<file path="config.mk">
export PLATFORM = sky130hd
export DESIGN_NAME = gpr_wb_arbiter
export DESIGN_NICKNAME = d
export VERILOG_FILES = /design/src/rtl/gpr_wb_arbiter.sv
export SDC_FILE = /design/constraint.sdc
export NUM_CORES = 1
export LEC_CHECK = 0
export CORE_ASPECT_RATIO = 0.8
export CORE_MARGIN = 3
export CORE_UTILIZATION = 45
export CTS_BUF_LIST = sky130_fd_sc_hd__clkbuf_8
export DETAILED_ROUTE_END_ITERATION = 10
export PLACE_DENSITY = 0.9
export SYNTH_ARGS = -nofsm -noshare
export SYNTH_HDL_FRONTEND = slang
export SYNTH_SLANG_ARGS = --single-unit
</file>
<file path="constraint.sdc">
create_clock -name clock -period 4 [get_ports clock]
set_clock_uncertainty 0.05 [all_clocks]
set_input_delay 0.6 -clock clock [delete_from_list [all_inputs] [get_ports clock]]
set_output_delay 0.6 -clock clock [all_outputs]
set_load 0.01 [all_outputs]
</file>
<file path="src/rtl/gpr_wb_arbiter.sv">
// gpr_wb_arbiter: two-port register-file writeback arbiter with a pending-write scoreboard.
// Port A carries ALU results and port B carries load results. One winner per cycle is
// written to the register file one cycle later. busy_vec tracks which registers still
// await a writeback, so the decode stage can detect RAW hazards through rs_busy/rt_busy.
module gpr_wb_arbiter #(
    parameter bit RR_EN = 1'b1    // 1 = round-robin, 0 = fixed priority (port A wins)
) (
    input  logic        clock,
    input  logic        reset,
    input  logic        alloc_valid,
    input  logic [4:0]  alloc_num,
    input  logic        a_valid,
    input  logic [4:0]  a_num,
    input  logic [31:0] a_data,
    output logic        a_ready,
    input  logic        b_valid,
    input  logic [4:0]  b_num,
    input  logic [31:0] b_data,
    output logic        b_ready,
    output logic        reg_write,
    output logic [4:0]  num_write,
    output logic [31:0] data_write,
    input  logic [4:0]  rs,
    input  logic [4:0]  rt,
    output logic        rs_busy,
    output logic        rt_busy,
    output logic [31:0] busy_vec
);

    logic        last_grant_b;   // 1 when port B won the most recent transfer
    logic        grant_b;
    logic        xfer;
    logic [4:0]  win_num;
    logic [31:0] win_data;
    logic [31:0] set_mask;
    logic [31:0] clr_mask;
    logic [31:0] busy_next;

    // Pick the winning port; on a conflict round-robin favours the port not granted last.
    always_comb begin
        // NOTE: every signal driven here gets a default first, so no path can infer a latch.
        grant_b = 1'b0;
        if (a_valid && b_valid) begin
            grant_b = RR_EN ? !last_grant_b : 1'b0;
        end else begin
            grant_b = b_valid;
        end
    end

    // Ready is suppressed during reset so nothing is accepted while state is being cleared.
    assign a_ready  = a_valid && !grant_b && !reset;
    assign b_ready  = b_valid &&  grant_b && !reset;
    assign xfer     = a_ready || b_ready;
    assign win_num  = grant_b ? b_num  : a_num;
    assign win_data = grant_b ? b_data : a_data;

    // Remember the last winner; only an actual transfer moves the round-robin pointer.
    always_ff @(posedge clock or posedge reset) begin
        // NOTE: sequential state uses non-blocking assignments so all flops sample together.
        if (reset) begin
            last_grant_b <= 1'b1;     // A wins the first conflict after reset
        end else if (xfer) begin
            last_grant_b <= grant_b;
        end
    end

    // Register the accepted write; a write to r0 is accepted but never reaches the file.
    always_ff @(posedge clock or posedge reset) begin
        if (reset) begin
            reg_write  <= 1'b0;
            num_write  <= 5'd0;
            data_write <= 32'd0;
        end else begin
            reg_write <= xfer && (win_num != 5'd0);
            if (xfer) begin
                num_write  <= win_num;
                data_write <= win_data;
            end
        end
    end

    // Scoreboard update: a new allocation overrides a completing write to the same register.
    always_comb begin
        set_mask = 32'd0;
        clr_mask = 32'd0;
        if (alloc_valid) begin
            set_mask = 32'd1 << alloc_num;
        end
        if (reg_write) begin
            clr_mask = 32'd1 << num_write;
        end
        busy_next    = (busy_vec & ~clr_mask) | set_mask;
        busy_next[0] = 1'b0;          // r0 is hard-wired and never pending
    end

    // Pending-write bit vector, one bit per architectural register.
    always_ff @(posedge clock or posedge reset) begin
        if (reset) begin
            busy_vec <= 32'd0;
        end else begin
            busy_vec <= busy_next;
        end
    end

    // Hazard query reads the current scoreboard only; a same-cycle writeback is not bypassed.
    assign rs_busy = busy_vec[rs];
    assign rt_busy = busy_vec[rt];

endmodule
</file>
==> qor.txt <==
final net count: 628
unrepaired setup endpoints after global routing: no
DR WL/cell: 18.4 um
worst skew pair latency: 330 ps
Slowest-stage cell, CP: clkdlybuf4s50_1
Seq/Total Area, Yosys: 47.6%
Peak VDD IR: 274 uV
Post-Synth Simple-Gate Area: 13.3%
number of port buffers: 166
Die Wd: 107 um
async set-reset flop share out of synthesis: 100%
Tmin final: 3370 ps
number of DRC markers in iteration 0: 167
n_diodes: 0
Post-route DRC: 0
area grow syn2layout: 52.4%
met1 GRT Util: 33.0%
vias: 3570
Post-DP Area: 5420 um2
Rel. slew slack: 47.3%
Syn Area/Cell: 9.80 um2
actual slew at the worst max-slew pin: 791 ps
Via density: 5.54
Multi-input gate area: 1840 um2
Synth Cell Area: 3680 um2
Synth Area in Compound Gates: 17.4%
gr busiest metal: met2
vias in the first global route: 3679
Hold Buf Count CTS: 0
Ports: 168
global-route wire length before repair: 18700 um
fin. max-slew vios: 0
CTS tree: done
critical path class: in2out
Max Buffers Root-to-Sink: 2
met2 usage: 43.8%
Fillers: 531
CTS resizes: 0
Critical Path Most Common Cell: clkdlybuf4s50_1
Detail Route Antenna Nets: 0
Post-Synth Adder-Cell Area: 0%
Die Footprint: 9320 um2
cts bufs inserted: 9
Yosys cell types: 32
setup violators final: 0
CP arrival: 2720 ps
H-Tree Depth: 3
HP Class: reg2reg
Crit. End Element: primary output
Synth Area in XOR/XNOR: 0%
Final period util: 84.2%
CP max FO: 7
PwrDens: 476 nW/um2
first drt pass iteration count: 5
Storage cell area: 1750 um2
Total GRT Usage: 25.8%
syn nets: 470
largest family of logic cells by synthesized area: multiplexers
Overflow after GRT: 0
total clock sinks: 70
FF+latch count, synth: 70
share of cells above drive strength 1: 6.49%
Cell Chain, Critical Path: clkdlybuf4s50_1, mux4_2, nand2b_1, o2111ai_1, nand4_1, clkdlybuf4s50_1
top_reg_cell synth: dfrtp_1
slowest stage delay, CP: 660 ps
Hold Fails Final Rpt: 0
FMAX: 297 MHz
maxcap violations: 0
detailed-placement wirelength estimate: 9220 um
Total Wirelength: 11900 um
Die Y: 86.9 um
CP Data Required Time: 3350 ps
Startpoint Class: input port
total setup buffers inserted after CTS: 0
Ys Warns: 0
number of synthesized flops with an enable pin: 0
pin count of the biggest net entering global routing: 65
P_leak: 0.00223 uW
met3 Use GR: 6.45%
setup TNS: 0 ps
Reg clk slew, reported paths: 80 ps
initial core utilization: 48.0%
gpl congestion: 0.928
initial antenna violation count: 0
CTS root buf: clkbuf_8
CORE AREA: 7670 um2
Mapped Cells: 376
row cnt: 28
post-route cell area: 5620 um2
status: finished clean
post-synthesis mux area share: 18.6%
[report_power, final]
part	internal [uW]	switching (uW)	total (uW)
registers	888	227	1120
logic	578	409	986
clock network	290	278	568
total	1760	914	2670
[worst paths after layout]
| kind | from | endpoint | slack (ps) | depth (start not counted) |
|---|---|---|---|---|
| hold / removal | data_write[26] | data_write[26] | 430 | 2 |
| setup reg to reg | last_grant_b | data_write[2] | 2090 | 4 |
| max in group asynchronous | reset | busy_vec[7] | 2350 | 3 |
| min in group asynchronous | reset | data_write[16] | 470 | 2 |
| hold reg to reg | data_write[26] | data_write[26] | 430 | 2 |
| setup / recovery | rs[0] | rs_busy | 630 | 6 |
[placed cells by master, fill, tap and decap left out, types with 5 or more instances in the layout]
| master | instances |
|---|---|
| clkdlybuf4s50_1 | 166 |
| o21ai_0 | 99 |
| dfrtp_1 | 69 |
| mux2i_1 | 55 |
| nand2_1 | 44 |
| nand3_1 | 12 |
| nor2_1 | 10 |
| nand3b_1 | 9 |
| clkbuf_8 | 9 |
| a21oi_1 | 7 |
| nand2b_1 | 6 |
| mux4_2 | 6 |
| or2_2 | 5 |
[per-layer routing]
layer  share of wire [%]  wire length (um)
met5                   0                 0
met4                 1.3               160
met3                 8.2               974
met2                  48              5730
met1                  42              4990
[flip-flops by register name, summed over array words and instances, names as in the netlist]
| register | count |
|---|---|
| num_write | 5 |
| reg_write | 1 |
| busy_vec | 31 |
| last_grant_b | 1 |
| data_write | 32 |
[final cells by class]
class / instances / area share [%]
multi-input cells: 281 / 32.7
flip-flops and latches: 70 / 31.2
repair buffers: 169 / 30.0
well taps: 105 / 2.34
clock buffers: 9 / 2.21
clock inverters: 7 / 1.34
inverters: 3 / 0.201
[synthesized netlist by cell type (all sizes together) (2+ instances only)]
library cell	n	area share (%)
mux2i	55	15
or3b	3	0.71
nand2	44	4.5
a21oi	7	0.95
a211oi	2	0.41
nand3	12	1.6
o2111ai	2	0.48
or2	5	0.85
mux4	6	3.7
o21ai	100	14
nor2b	4	0.68
clkbuf	8	0.81
o211ai	2	0.41
nand3b	9	1.8
nand4	2	0.34
buf	14	2.0
nor2	10	1.0
dfrtp	69	47
a22oi	4	0.81
nand2b	6	1.0
inv	3	0.31
[worst max-delay path, delay by kind of cell]
kind | cells | cell delay (ps)
buffers and inverters | 2 | 1150
multiplexers | 1 | 550
AND/OR/NAND/NOR | 2 | 270
AO/OA/AOI/OAI | 1 | 140
[through the flow]
step | worst slack [ps] | util (%) | total power (uW) | hold slack, ps | cells
2_1_floorplan | 708 | - | 1470 | 464 | 376
3_3_place_gp | 649 | 70.6 | 2070 | 412 | 628
3_5_place_dp | 626 | 70.6 | 2110 | 420 | 628
4_1_cts | 618 | 73.2 | 2670 | 436 | 644
5_1_grt | 509 | 73.2 | 2810 | 465 | 644
6_report | 632 | 73.2 | 2670 | 429 | 644
[cells by family after synthesis]
| group | count (synthesis) |
|---|---|
| muxes | 61 |
| and+or+nand+nor | 99 |
| buffers and inverters | 25 |
| AOI/OAI and AO/OA | 120 |
| other | 1 |
| DFF | 70 |
Note: power is estimated with default switching activity, not from simulation.
